===== src/rtl/mmio_uart_tx_pkg.sv =====
// rtl/mmio_uart_tx_pkg.sv - register offsets, status bits and FSM states for mmio_uart_tx
package mmio_uart_tx_pkg;

    // Word offsets within the 16-byte register window (data_addr[3:2])
    localparam logic [1:0] UART_TXDATA = 2'd0;
    localparam logic [1:0] UART_STATUS = 2'd1;
    localparam logic [1:0] UART_DIV    = 2'd2;

    // STATUS register bit positions
    localparam int ST_BUSY      = 0;
    localparam int ST_FULL      = 1;
    localparam int ST_EMPTY     = 2;
    localparam int ST_OVF       = 3;
    localparam int ST_COUNT_LSB = 8;

    typedef enum logic [1:0] {
        UTX_IDLE,
        UTX_START,
        UTX_DATA,
        UTX_STOP
    } uart_tx_state_t;

    // Bit-timer reload value: max(div,1)-1, so a divisor of 0 acts like 1
    function automatic logic [15:0] bit_reload(input logic [15:0] div);
        return (div == 16'd0) ? 16'd0 : div - 16'd1;
    endfunction

endpackage


===== src/rtl/sync_fifo.sv =====
// rtl/sync_fifo.sv - synchronous FIFO with occupancy count
//
// Ports:
//   clk, rst      clock, asynchronous active-high reset
//   push, din     write request and data; ignored when full unless pop is also accepted
//   pop, dout     read request; dout always shows the head entry
//   full, empty   occupancy flags
//   count         number of stored entries (0..DEPTH)
module sync_fifo #(
    parameter int WIDTH = 8,
    parameter int DEPTH = 8
) (
    input  logic                     clk,
    input  logic                     rst,
    input  logic                     push,
    input  logic                     pop,
    input  logic [WIDTH-1:0]         din,
    output logic [WIDTH-1:0]         dout,
    output logic                     full,
    output logic                     empty,
    output logic [$clog2(DEPTH):0]   count
);

    localparam int AW = $clog2(DEPTH);
    localparam logic [AW:0] FULL_CNT = (AW + 1)'(DEPTH);

    logic [WIDTH-1:0] mem_q [DEPTH];
    logic [AW-1:0]    wr_ptr_q;
    logic [AW-1:0]    rd_ptr_q;
    logic [AW:0]      count_q;
    logic             do_push;
    logic             do_pop;

    assign empty   = (count_q == '0);
    assign full    = (count_q == FULL_CNT);
    assign count   = count_q;
    assign dout    = mem_q[rd_ptr_q];
    assign do_pop  = pop && !empty;
    // A pop in the same cycle frees the slot, so a push into a full FIFO is still safe
    assign do_push = push && (!full || do_pop);

    always_ff @(posedge clk or posedge rst) begin
        if (rst) begin
            wr_ptr_q <= '0;
            rd_ptr_q <= '0;
            count_q  <= '0;
        end else begin
            if (do_push) wr_ptr_q <= wr_ptr_q + AW'(1);
            if (do_pop)  rd_ptr_q <= rd_ptr_q + AW'(1);
            case ({do_push, do_pop})
                2'b10:   count_q <= count_q + (AW + 1)'(1);
                2'b01:   count_q <= count_q - (AW + 1)'(1);
                default: count_q <= count_q;
            endcase
        end
    end

    // Storage needs no reset: the pointers and count define what is valid
    always_ff @(posedge clk) begin
        if (do_push) mem_q[wr_ptr_q] <= din;
    end

endmodule


===== src/rtl/mmio_uart_tx.sv =====
// rtl/mmio_uart_tx.sv - memory-mapped 8N1 UART transmitter with TX FIFO
//
// Ports:
//   clk, rst                    clock, asynchronous active-high reset
//   data_addr/wdata/we/re       CPU data-port request
//   data_rdata                  combinational read data, 0 when not selected
//   sel                         address falls in the 16-byte register window
//   uart_tx                     serial line, idle high
//   tx_irq                      FIFO empty and serializer idle (registered)
module mmio_uart_tx
    import mmio_uart_tx_pkg::*;
#(
    parameter logic [31:0] BASE_ADDR   = 32'h1000_0000,
    parameter int          FIFO_DEPTH  = 8,
    parameter logic [15:0] DEFAULT_DIV = 16'd868
) (
    input  logic        clk,
    input  logic        rst,
    input  logic [31:0] data_addr,
    input  logic [31:0] data_wdata,
    input  logic [3:0]  data_we,
    input  logic        data_re,
    output logic [31:0] data_rdata,
    output logic        sel,
    output logic        uart_tx,
    output logic        tx_irq
);

    localparam int CW = $clog2(FIFO_DEPTH) + 1;

    logic [1:0]     offset;
    logic           wr_txdata;
    logic           wr_ovf_clr;
    logic           fifo_push;
    logic           fifo_pop;
    logic           drop;
    logic [7:0]     fifo_dout;
    logic           fifo_full;
    logic           fifo_empty;
    logic [CW-1:0]  fifo_count;

    logic [15:0]    div_q;
    logic           ovf_q;

    uart_tx_state_t state_q;
    logic [15:0]    timer_q;
    logic [15:0]    reload_q;
    logic [2:0]     bit_idx_q;
    logic [7:0]     shift_q;
    logic           tx_q;
    logic           irq_q;

    logic [31:0]    rdata_d;
    logic           unused_bits;

    assign unused_bits = ^{data_addr[1:0], data_wdata[31:16], data_we[3:2]};

    // ---------------- decode ----------------
    assign sel        = (data_addr[31:4] == BASE_ADDR[31:4]);
    assign offset     = data_addr[3:2];
    assign wr_txdata  = sel && (offset == UART_TXDATA) && data_we[0];
    assign wr_ovf_clr = sel && (offset == UART_STATUS) && data_we[0] && data_wdata[ST_OVF];

    // IDLE pops whenever something is queued; the FIFO permits push+pop when full
    assign fifo_pop  = (state_q == UTX_IDLE) && !fifo_empty;
    assign fifo_push = wr_txdata && (!fifo_full || fifo_pop);
    assign drop      = wr_txdata && !fifo_push;

    sync_fifo #(
        .WIDTH (8),
        .DEPTH (FIFO_DEPTH)
    ) u_fifo (
        .clk   (clk),
        .rst   (rst),
        .push  (fifo_push),
        .pop   (fifo_pop),
        .din   (data_wdata[7:0]),
        .dout  (fifo_dout),
        .full  (fifo_full),
        .empty (fifo_empty),
        .count (fifo_count)
    );

    // ---------------- registers ----------------
    always_ff @(posedge clk or posedge rst) begin
        if (rst) begin
            div_q <= DEFAULT_DIV;
            ovf_q <= 1'b0;
        end else begin
            if (sel && (offset == UART_DIV) && data_we[0]) div_q[7:0]  <= data_wdata[7:0];
            if (sel && (offset == UART_DIV) && data_we[1]) div_q[15:8] <= data_wdata[15:8];
            // A drop in the same cycle as a clear wins so no overflow is lost
            if (drop)            ovf_q <= 1'b1;
            else if (wr_ovf_clr) ovf_q <= 1'b0;
        end
    end

    // ---------------- serializer ----------------
    // The divisor is latched into reload_q at the pop, so DIV writes only
    // affect the next frame. shift_q moves right so bit 0 is always next out.
    always_ff @(posedge clk or posedge rst) begin
        if (rst) begin
            state_q   <= UTX_IDLE;
            timer_q   <= '0;
            reload_q  <= '0;
            bit_idx_q <= '0;
            shift_q   <= '0;
            tx_q      <= 1'b1;
            irq_q     <= 1'b1;
        end else begin
            irq_q <= fifo_empty && (state_q == UTX_IDLE);
            case (state_q)
                UTX_IDLE: begin
                    tx_q <= 1'b1;
                    if (!fifo_empty) begin
                        shift_q  <= fifo_dout;
                        reload_q <= bit_reload(div_q);
                        timer_q  <= bit_reload(div_q);
                        tx_q     <= 1'b0;
                        state_q  <= UTX_START;
                    end
                end
                UTX_START: begin
                    if (timer_q == '0) begin
                        timer_q   <= reload_q;
                        tx_q      <= shift_q[0];
                        shift_q   <= {1'b0, shift_q[7:1]};
                        bit_idx_q <= '0;
                        state_q   <= UTX_DATA;
                    end else begin
                        timer_q <= timer_q - 16'd1;
                    end
                end
                UTX_DATA: begin
                    if (timer_q == '0) begin
                        timer_q <= reload_q;
                        if (bit_idx_q == 3'd7) begin
                            tx_q    <= 1'b1;
                            state_q <= UTX_STOP;
                        end else begin
                            tx_q      <= shift_q[0];
                            shift_q   <= {1'b0, shift_q[7:1]};
                            bit_idx_q <= bit_idx_q + 3'd1;
                        end
                    end else begin
                        timer_q <= timer_q - 16'd1;
                    end
                end
                UTX_STOP: begin
                    if (timer_q == '0) begin
                        tx_q    <= 1'b1;
                        state_q <= UTX_IDLE;
                    end else begin
                        timer_q <= timer_q - 16'd1;
                    end
                end
                default: begin
                    tx_q    <= 1'b1;
                    state_q <= UTX_IDLE;
                end
            endcase
        end
    end

    assign uart_tx = tx_q;
    assign tx_irq  = irq_q;

    // ---------------- read mux ----------------
    always_comb begin
        rdata_d = '0;
        if (sel && data_re) begin
            case (offset)
                UART_STATUS: begin
                    rdata_d[ST_BUSY]                 = (state_q != UTX_IDLE);
                    rdata_d[ST_FULL]                 = fifo_full;
                    rdata_d[ST_EMPTY]                = fifo_empty;
                    rdata_d[ST_OVF]                  = ovf_q;
                    rdata_d[ST_COUNT_LSB +: 8]       = 8'(fifo_count);
                end
                UART_DIV: rdata_d[15:0] = div_q;
                default:  rdata_d = '0;
            endcase
        end
    end

    assign data_rdata = rdata_d;

endmodule

===== config.mk =====
export PLATFORM = sky130hd
export DESIGN_NAME = mmio_uart_tx
export DESIGN_NICKNAME = d
export VERILOG_FILES = /design/src/rtl/mmio_uart_tx_pkg.sv /design/src/rtl/sync_fifo.sv /design/src/rtl/mmio_uart_tx.sv
export SDC_FILE = /design/constraint.sdc
export NUM_CORES = 1
export LEC_CHECK = 0
export CELL_PAD_IN_SITES_DETAIL_PLACEMENT = 1
export CELL_PAD_IN_SITES_GLOBAL_PLACEMENT = 2
export CORE_MARGIN = 5
export CORE_UTILIZATION = 36
export CTS_BUF_LIST = sky130_fd_sc_hd__clkbuf_8 sky130_fd_sc_hd__clkbuf_16
export CTS_CLUSTER_SIZE = 8
export DETAILED_ROUTE_END_ITERATION = 8
export PLACE_DENSITY_LB_ADDON = 0.2
export SLEW_MARGIN = 25
export SYNTH_ARGS = -nofsm -noshare
export SYNTH_HDL_FRONTEND = slang
export SYNTH_HIERARCHICAL = 1
export SYNTH_SLANG_ARGS = --single-unit

===== constraint.sdc =====
create_clock -name clk -period 4.1 [get_ports clk]
set_input_delay 0.82 -clock clk [delete_from_list [all_inputs] [get_ports clk]]
set_output_delay 0.82 -clock clk [all_outputs]
set_load 0.05 [all_outputs]

; ---- Word-level counts from Yosys, hierarchy flattened
; Memory sizes are Yosys's and may differ from the RTL's.
; Index checks and enable logic that the tools add are counted.
[classes]
addsub = 7
n_reduce_logical = 37
eq_ne = 17
bitwise_logic = 1
muxes = 35
[op_table]
columns = op, n
row1 = 16-bit 2-to-1 mux, 5
row2 = 16-bit case mux with 3 select lines, 1
row3 = 16-bit zero test, 2
row4 = 8-bit 2-to-1 mux, 4
row5 = 16-bit by 1-bit subtractor with 16-bit output (second input constant), 2
row6 = 28-bit by 25-bit equality test with 1-bit output (second input constant), 1
row7 = 8-bit case mux with 3 select lines, 1
row8 = 4-bit case mux with 2 select lines, 2
row9 = 8-bit case mux with 2 select lines, 1
row10 = 1-bit logical AND, 15
row11 = 2-bit inequality test (second input constant), 7
row12 = 2-bit 2-to-1 mux, 5
row13 = 5-bit AND reduction, 2
row14 = 3-bit by 1-bit adder with 3-bit output (second input constant), 3
row15 = 1-bit 2-to-1 mux, 9
row16 = 3-bit 2-to-1 mux, 3
row17 = 2-bit equality test (second input constant), 4
row18 = 2-bit case mux with 4 select lines, 1
row19 = 2-bit nonzero test, 4
row20 = 2-bit by 1-bit equality test with 1-bit output (second input constant), 3
row21 = 3-bit case mux with 2 select lines, 1
row22 = 4-bit by 1-bit adder with 4-bit output (second input constant), 1
row23 = 4-bit equality test (second input constant), 1
row24 = 2-bit zero test, 2
row25 = 13 further kinds, 17
[totals]
ramBits = 64
memories = 1
regBits = 74
input_bits = 71
out_inout_bits = 35
[mem_list]
columns = name, words, width, rd, rd_ports_with_merged_regs, wr, line
row1 = u_fifo.mem_q, 8, 8, 1, 0, 1, sync_fifo.sv:27  ; logic [WIDTH-1:0] mem_q [DEPTH];

; ---- Longest topological paths before layout
; Gate-level depths: netlist (run 1).
[logic_depth]
ltp_word = 8
mapped_depth = 16
ltp_nobuf = 13

; ---- Cells and area by module
; The synthesis (run 1) kept the hierarchy.
[by_module_without_submodules]
columns = mod, n_inst, cells_each, area_per_inst_um2
row1 = mmio_uart_tx, 1, 469, 4154.0
row2 = sync_fifo, 1, 165, 3135.5

; ---- Worst setup path after synthesis (run 1)
; Ideal clock, no wire load.
[synth_path]
kind = input to output
from = input port data_addr[6]
to = output port data_rdata[0]
cell_stages = 5
required_ns = 3.280
t_arrival_ns = 3.088
n_path_buf = 0
setup_slack_ns = 0.192
path_cell_list = nor4_1 -> nand4_1 -> nor2_1 -> nand3_1 -> nor2_1
[synth_between]
elab_chain_cells = 3
[synth_rtl]
columns = element, line
row1 = start: declaration, mmio_uart_tx.sv:19  ; input logic [31:0] data_addr,
row2 = 28-bit by 25-bit equality test with 1-bit output, mmio_uart_tx.sv:59  ; assign sel = (data_addr[31:4] == BASE_ADDR[31:4]);
row3 = net sel, mmio_uart_tx.sv:24  ; output logic sel,
row4 = 1-bit logical AND, mmio_uart_tx.sv:171  ; if (sel && data_re) begin
row5 = 16-bit 2-to-1 mux, mmio_uart_tx.sv:171
row6 = end: declaration, mmio_uart_tx.sv:23  ; output logic [31:0] data_rdata,
; The timed path passes the listed nets, and every way through them passes these cells.

; ---- Final worst setup path (run 1)
[layout_path]
from = input port data_addr[5]
to = output port data_rdata[9]
[layout_between]
elab_chain_cells = 3
[layout_rtl]
columns = element, line
row1 = 28-bit by 25-bit equality test with 1-bit output, mmio_uart_tx.sv:59
row2 = 1-bit logical AND, mmio_uart_tx.sv:171
row3 = 16-bit 2-to-1 mux, mmio_uart_tx.sv:171
; Every way passes these cells.

==> run summary, run 1 <==
Run status - completed
Die Y - 152 um
Worst hold endpoint - reload_q[7]
H-tree lvl count - 4
RSZ-0062 raised after global routing - false
Non-filler cells, final - 989
Tmin final - 3560 ps
Largest net degree at the start of global routing - 42
Bufs on Longest Clock Path - 2
Drt initial violations - 225
Top cell type's share of synthesized area - 0.264
Simple-gate share of the synthesized area - 0.140
Worst Setup End Kind - output port
Synth Flop Type - dfrtp_1
Final worst slack - 537 ps
Syn. warnings - 6
Clk slew on worst S/H paths - 60 ps
Pwr per Cell Area - 439 mW/mm^2
Initial Util - 0.363
Mapped Area - 0.00729 mm^2
WL per Instance - 18.7 um
Gr usage total - 0.162
Synth cell types - 68
Die ar. - 0.0232 mm^2
Sequential element share of the synthesized area - 0.519
CP arrival - 2740 ps
Yosys top cell by area - edfxtp_1
Hold path depth - 2
WL final - 18500 um
Synthesized flop and latch total - 138
IO Port Bufs - 69
Reg2reg path depth - 13
Vias per inst - 5.20
Worst vdd ir - 323 uV
Pre-Repair DR Iteration Count - 4
Worst r2r src - u_fifo/count[0]
Vias in the first global route - 5492
Layout Nets - 795
Die width - 152 um
Normalized max-slew margin - 0.340
Max Clk Rate - 281 MHz
Hpwl dp - 13500 um
TritonCTS Sinks - 138
Crit path required time - 3280 ps
Slew @ Worst Pin - 990 ps
Worst r2r dst - u_fifo/count[3]
Crit Path Max Fanout - 8
Via count - 5142
Post-Syn Instances - 634
TritonCTS clock tree - yes
Adder-cell share of the synthesized area - 0.0319
Maxcap violations - 0
CTS Buf Count - 17
GRT overflow - 0
Post-synthesis mux area share - 0.117
Leak - 3.72 nW
# setup viols final - 0
Final Skew - 10.8 ps
Initial antenna violation count - 0
Post-CTS Setup Inserts - 0
I/O pins - 106
Hold buffers post-CTS - 0
Post-CTS sizing - 0
# rows - 52
Top cells by area, synth - edfxtp_1 26%, dfrtp_1 23%, mux4_1 4.3%, mux2_2 4.0%, nand2_1 3.4%
Layout area overhead - 23.1%
Core area - 0.0201 mm^2
Largest family of logic cells by synthesized area - simple AND/OR/NAND/NOR gates
Root Driver - clkbuf_16
Share of layout cells above drive strength 1 - 0.178
Synth Area in Compound Gates - 0.109
Clock Latency Late Sink - 430 ps
Setup WS pre-CTS - 496 ps
# diodes - 0
Async S/R FF share, synth - 0.536
Remaining antenna violation count after routing - 0
Final Hold Viols - 0
Number of synthesized flops with an enable pin - 64
# DRC - 0
R2R Setup Slk - 750 ps
Critical path type - primary input to output port
Syn avg cell area - 11.5 um^2
Max-slew violation count - 0
Commonest cells in the netlist - 67 x dfrtp_1, 66 x nand2_1, 64 x edfxtp_1
Setup TNS after final layout - 0 ps
Routability cong. - 0.763
Min Hold Slack - 483 ps
Wire length of the first global-routing pass - 30100 um
Final Cycle Share - 0.869
Inst Count DP - 957
Synth Area in XOR/XNOR - 0.0324
Critical path launch point type - primary input
Type of the worst min-delay path - flop to flop
Worst hold start - reload_q[7]
Top-count cell post-synth - dfrtp_1
cells by family after synthesis:
family,Yosys count
other cells,1
mux,57
flops,138
xor+xnor,27
simple gates,203
compound gates,121
buf+inv,69
fa+ha+maj,18
flip-flops by register name (all words and copies together) (netlist names):
register	cells
state_q	2
uart_tx	1
u_fifo/rd_ptr_q	3
ovf_q	1
reload_q	16
div_q	16
timer_q	16
u_fifo/count	4
u_fifo/mem_q	64
bit_idx_q	3
shift_q	8
u_fifo/wr_ptr_q	3
tx_irq	1
area by class of cell:
cell class / instances / area, um^2
Sequential cell: 138 / 3780
Clock inverter: 15 / 168
Fill cell: 2153 / 11100
Clock buffer: 17 / 425
Tap cell: 270 / 338
Timing Repair Buffer: 87 / 983
Multi-Input combinational cell: 442 / 3200
Inverter: 20 / 76.3
per-layer routing:
layer	GRT usage	wire length [um]	vias to the layer above
li1	-	-	2431
met1	0.218	8600	2578
met2	0.261	8790	114
met3	0.0364	791	19
met4	0.0527	274	0
met5	0	0	-
placed cells by master (no fill, tap or decap), drive strengths merged, types with 14 or more instances in the layout:
master         Yosys  routed
xor2              19      19
clkbuf            18      17
inv               20      29
ha                17      17
mux2              27      27
o21ai             50      50
mux4              16      16
nand2             69      69
edfxtp            64      64
clkdlybuf4s50      0      52
conb               1      16
mux2i             14      14
buf               31      35
a21oi             18      18
nor2              47      47
nand3             14      14
dfrtp             67      67
worst max-delay path by stage:
stage / startpoint / endpoint / slack [ps]
after floorplan: data_addr[6] / data_rdata[0] / 190
after global placement: data_addr[14] / data_rdata[6] / 540
after detailed placement: data_addr[5] / u_fifo/count[3] / 500
after CTS: data_addr[5] / data_rdata[6] / 490
after global routing: data_addr[5] / data_rdata[0] / 300
final: data_addr[5] / data_rdata[9] / 540
where the power goes:
group          switching, W  internal (W)
logic              0.000513      0.000378
clock network      0.000699      0.000821
registers         0.0000260       0.00150
per-stage QoR:
stage | power [W] | util | instance area (um^2)
global route | 0.00415 | 0.446 | 8980
floorplan | 0.00223 | - | 7350
global placement | 0.00243 | 0.417 | 8380
detailed placement | 0.00246 | 0.417 | 8380
CTS | 0.00399 | 0.446 | 8970
finish | 0.00394 | 0.446 | 8980
critical path, cell delays in order:
cell	delay, ps
clkdlybuf4s50_1	420
nor4_1	300
nand4_1	140
nor2_1	190
buf_4	170
nand3_1	220
nor2_1	300
buf_12	180
No activity file was read; power rests on OpenSTA's default activity.
==> inputs of run 2 (changes only) <==
Settings changed: CTS_BUF_LIST sky130_fd_sc_hd__clkbuf_8 sky130_fd_sc_hd__clkbuf_16 to unset, CTS_CLUSTER_DIAMETER set to 200.
==> results of run 2 <==
Final layout, timing and power as in run 1 (identical DEF).
==> inputs of run 3 (changes only) <==
Settings changed: GPL_TIMING_DRIVEN set to 0, SKIP_CTS_REPAIR_TIMING set to 1.
==> run summary, run 3 (same netlist as run 1, synthesis figures left out) <==
Hold path depth - 2
Die ar. - 0.0232 mm^2
Initial Util - 0.363
Commonest non-fill, non-tap cell in the layout - dfrtp_1
Max Clk Rate - 258 MHz
Gr usage total - 0.170
Crit path required time - 3280 ps
H-tree lvl count - 4
CP arrival - 3060 ps
# rows - 52
Worst r2r src - u_fifo/count[0]
Critical path launch point type - primary input
TritonCTS clock tree - yes
Initial antenna violation count - 0
Largest net degree at the start of global routing - 50
Final Skew - 11.6 ps
Clock Latency Late Sink - 430 ps
Setup WS pre-CTS - -180 ps
Run status - completed
Type of the worst min-delay path - flop to flop
Share of layout cells above drive strength 1 - 0.166
Bufs on Longest Clock Path - 2
TritonCTS Sinks - 138
Normalized max-slew margin - 0.402
Worst path depth - 7
IO Port Bufs - 69
Final worst slack - 218 ps
# DRC - 0
Non-filler cells, final - 1021
Slew @ Worst Pin - 893 ps
I/O pins - 106
Final Hold Viols - 0
Root Driver - clkbuf_16
Slowest CP cell - dlymetal6s2s_1
CP max stage delay - 450 ps
Worst vdd ir - 300 uV
Worst r2r dst - u_fifo/count[3]
Drt initial violations - 200
Fillers - 2185
Critical path buffers and inverters - 2
CP dominant cell by count - nor2_1
Most frequent cells in the layout - 67 x dfrtp_1, 66 x nand2_1, 64 x edfxtp_1, 53 x clkdlybuf4s50_1, 47 x nor2_1
Core area - 0.0201 mm^2
Reg2reg path depth - 14
Final Cycle Share - 0.947
Wire length of the first global-routing pass - 31400 um
R2R Setup Slk - 320 ps
# setup viols final - 0
Hpwl dp - 14600 um
Clk slew on worst S/H paths - 70 ps
Via count - 5202
Tmin final - 3880 ps
WL final - 19200 um
Pwr per Cell Area - 443 mW/mm^2
Pre-Repair DR Iteration Count - 4
Crit Path Max Fanout - 8
Die width - 152 um
Remaining antenna violation count after routing - 0
Worst hold endpoint - reload_q[5]
Die Y - 152 um
Worst Setup End Kind - output port
Layout area overhead - 24.6%
Max-slew violation count - 0
Max reg flops - 64
Inst Count DP - 989
Largest reg by FF count - u_fifo/mem_q
WL per Instance - 18.8 um
Worst hold start - reload_q[5]
Routability cong. - 0.806
GRT overflow - 0
Crit-path cells - clkdlybuf4s50_1, nor4_1, nand4_1, nor2_1, nand3_1, nor2_1, dlymetal6s2s_1
Maxcap violations - 0
Critical path type - primary input to output port
Layout Nets - 827
Delay-heaviest family, CP - simple AND/OR/NAND/NOR gates
# diodes - 0
Vias in the first global route - 5775
Vias per inst - 5.10
CTS Buf Count - 17
Leak - 4.07 nW
==> run 3: changes by cell type in the layout (fill, tap and decap cells not counted), moves of 4 or more <==
| cell | previous run | this run |
|---|---|---|
| buf_12 | 16 | 0 |
| buf_2 | 0 | 8 |
| buf_6 | 0 | 4 |
| clkbuf_1 | 0 | 17 |
| clkinv_8 | 3 | 9 |
| dlymetal6s2s_1 | 0 | 16 |
| inv_8 | 6 | 1 |
==> run 3: final cells by class <==
class	instances	area [um^2]	area share
sequential	138	3780	0.417
inverter	20	77.6	0.00854
tap	270	338	0.0372
clock buffer	17	425	0.0468
multi-input combinational	442	3210	0.354
buffer	49	285	0.0314
clock inverter	15	201	0.0222
timing repair buffer	70	758	0.0835
==> run 3: per-layer routing <==
layer / vias up / share of wire / track usage / wire (um)
met5: - / 0 / 0 / 0
met4: 0 / 0.013 / 0.0501 / 251
met3: 21 / 0.041 / 0.0398 / 785
met2: 115 / 0.48 / 0.280 / 9220
met1: 2566 / 0.46 / 0.225 / 8910
li1: 2500 / - / - / -
==> run 3: worst max-delay path by stage <==
stage | startpoint | endpoint | slack, ps
finish | data_addr[5] | data_rdata[1] | 220
global route | data_addr[5] | data_rdata[1] | -2
CTS | data_addr[14] | data_rdata[1] | -200
detailed placement | data_addr[14] | data_rdata[1] | -180
global placement | data_addr[14] | u_fifo/mem_q[0][5] | -240
floorplan | data_addr[6] | data_rdata[0] | 190
==> run 3: where the power goes <==
part	switching, W	internal, W	leakage (nW)
clock	0.000718	0.000830	0.299
combinational	0.000550	0.000395	2.23
sequential	0.0000274	0.00150	1.54
total	0.00130	0.00273	4.07
==> run 3: per-stage QoR <==
stage	total power, W	instance area [um^2]	setup TNS [ps]	hold WS [ps]	util
3_3_place_gp	0.00247	8370	-4980	463	0.417
6_report	0.00402	9080	0	484	0.452
3_5_place_dp	0.00251	8410	-2300	471	0.419
2_1_floorplan	0.00223	7350	0	442	-
4_1_cts	0.00407	9040	-2580	487	0.450
5_1_grt	0.00425	9080	-1.57	519	0.452
==> run 3: worst reg2reg max path, delay by kind of cell, from the launching register on <==
family | cells | cell delay, ps
and+or+nand+nor | 7 | 1530
buffers and inverters | 4 | 930
DFF | 1 | 420
muxes | 1 | 340
adders and majority gates | 1 | 300
AOI/OAI and AO/OA | 1 | 200
==> RTL edit (flow settings as in run 1) <==
The parameter `FIFO_DEPTH` goes from 8 to 16.
--- a/src/rtl/mmio_uart_tx.sv
+++ b/src/rtl/mmio_uart_tx.sv
@@ -11,7 +11,7 @@
     import mmio_uart_tx_pkg::*;
 #(
     parameter logic [31:0] BASE_ADDR   = 32'h1000_0000,
-    parameter int          FIFO_DEPTH  = 8,
+    parameter int          FIFO_DEPTH  = 16,
     parameter logic [15:0] DEFAULT_DIV = 16'd868
 ) (
     input  logic        clk,
Behaviour: same outputs for any inputs over 4 cycles, from zero or initial values and one cycle with rst high; that may be too few to reach the edited logic, so the function may still have changed.
==> RTL edit against run 1 <==
Sequential power rose by 58%. Maximum frequency is 3.2% lower. Total power increased by 34%. Sequential cell count increased by 67. Synthesized cell count grew 23%. Setup slack lost 120 ps. Design area rose by 34%. Cell count up 27%. Synthesized area up 37%. Via count rose by 30%. Wire length up 45%. Critical path type unchanged.
==> RTL edit: results (changes against run 1) <==
Post-synth top cells edfxtp_1 (128), nand2_1 (71), dfrtp_1 (70) (was dfrtp_1 (67), nand2_1 (66), edfxtp_1 (64)); final non-filler cell total 1,255 (was 989); top_reg_cell synth edfxtp_1 (was dfrtp_1); worst rel slew slack 0.3928 (was 0.3398); WL/cell 21.36 µm (was 18.66 µm); Routability Congestion 0.7769 (was 0.7628); number of global-route vias before repair 7,335 (was 5,492); n_diodes 0 (unchanged); NetSw 1.346 mW (was 1.239 mW); Max clock buf depth 3 (was 2); Synth async-reset ratio 0.3756 (was 0.5362); Num CTS Buffers 29 (was 17); HPWL Detailed 18,980 µm (was 13,470 µm); NumNets Final 950 (was 795); number of distinct library cells after synthesis 77 (was 68); DR iter-0 viols 345 (was 225); outcome complete, no violations (unchanged); largest net degree at the start of global routing 65 (was 42); placed insts 1,204 (was 957); layout cells sized above 1 0.1653 (was 0.1780); CTS resizes 0 (unchanged); Setup Skew 10.98 ps (was 10.80 ps); H-tree Lvls 1 (was 4); register area share after synthesis 0.5776 (was 0.5189); clk root buf clkbuf_16 (unchanged); first-pass GRT wire length 42,750 µm (was 30,080 µm); Clk Latency, worst-skew pair 540 ps (was 430 ps); Total Routing Usage GR 0.1738 (was 0.1621); vias 6,684 (was 5,142); Post-Syn Instances 782 (was 634); arrival time at the worst endpoint 2860 ps (was 2740 ps); IR drop worst, VDD 0.4530 mV (was 0.3227 mV); largest cells by area after synthesis edfxtp_1 (38%), dfrtp_1 (18%), mux4_2 (7.2%), nand2_1 (2.7%), ha_1 (2.6%) (was edfxtp_1 (26%), dfrtp_1 (23%), mux4_1 (4.3%), mux2_2 (4.0%), nand2_1 (3.4%)); Largest register FFs 128 (was 64); P_leak 4.622 nW (was 3.725 nW); Fillers 2,885 (was 2,153); crit path max fanout 6 (was 8); EDFF count, synth 128 (was 64); placed inst area 11,190 µm² (was 8382 µm²)
-- RTL edit: cell types whose count changed after synthesis, moves of 7 or more --
cell	before	now
mux4_1	12	0
xor2_1	19	8
and3_1	5	20
o21ai_0	42	27
a22oi_1	8	28
mux4_2	4	32
o21ai_1	7	19
mux2_2	26	17
edfxtp_1	64	128
nor2_1	47	40
xnor2_1	8	15
-- RTL edit: logic make-up after synthesis --
kind of cell / count (synthesis) / synth area share
mux: 61 / 0.1032
compound gates: 156 / 0.1060
xor+xnor: 23 / 0.02013
buf+inv: 78 / 0.03876
simple gates: 236 / 0.1257
flops: 205 / 0.5776
other cells: 1 / 0.0003748
fa+ha+maj: 22 / 0.02826
-- RTL edit: metal layers --
| layer | GRT usage | up-vias | wire length (µm) |
|---|---|---|---|
| met4 | 0.04545 | 0 | 478 |
| met2 | 0.2975 | 105 | 13640 |
| met3 | 0.02585 | 38 | 961 |
| li1 | - | 3085 | - |
| met1 | 0.2329 | 3456 | 11740 |
| met5 | 0 | - | 0 |
-- RTL edit: metrics by stage --
step                      hold WS [ps]  setup WS, ps  power [mW]
after CTS                        473.3         388.4       5.354
final                            470.9         418.5       5.268
after global routing             510.4         217.9       5.524
after floorplan                  440.5         54.91       2.921
after detailed placement         462.0         336.5       3.167
after global placement           456.1         436.0       3.134
-- RTL edit: worst max-delay path, stage by stage --
cell and delay, ps:
clkdlybuf4s50_1 410, nor4_1 300, nand4_1 130, nor2_1 270, buf_4 180, nand2_1 70, nor2_1 290, and2_1 240
buf_12 150
-- RTL edit: area by class of cell --
type                       count  area [µm²]  area share
sequential                   205        5782      0.4808
clock buffer                  30       739.5     0.06149
inverter                      21       78.83    0.006554
multi-input combinational    514        3895      0.3239
timing repair buffer          86       963.4     0.08011
tap                          378       473.0     0.03933
clock inverter                21       95.09    0.007907
-- RTL edit: final timing paths --
kind / endpoint / cells past startpoint / from / slack (ps)
setup reg to reg: u_fifo/count[4] / 14 / u_fifo/count[0] / 910
hold / removal: reload_q[0] / 2 / reload_q[0] / 470
setup / recovery: data_rdata[6] / 9 / data_addr[6] / 420
min in group asynchronous: u_fifo/wr_ptr_q[0] / 2 / rst / 680
max in group asynchronous: bit_idx_q[2] / 3 / rst / 2600
hold reg to reg: reload_q[0] / 2 / reload_q[0] / 470
-- RTL edit: power by group through the flow --
stage / clock network [mW] / registers (mW) / logic [mW]
2_1_floorplan: 0 / 2.38 / 0.546
3_3_place_gp: 0 / 2.46 / 0.675
3_5_place_dp: 0 / 2.47 / 0.701
4_1_cts: 2.23 / 2.43 / 0.701
5_1_grt: 2.33 / 2.44 / 0.758
6_report: 2.16 / 2.42 / 0.689
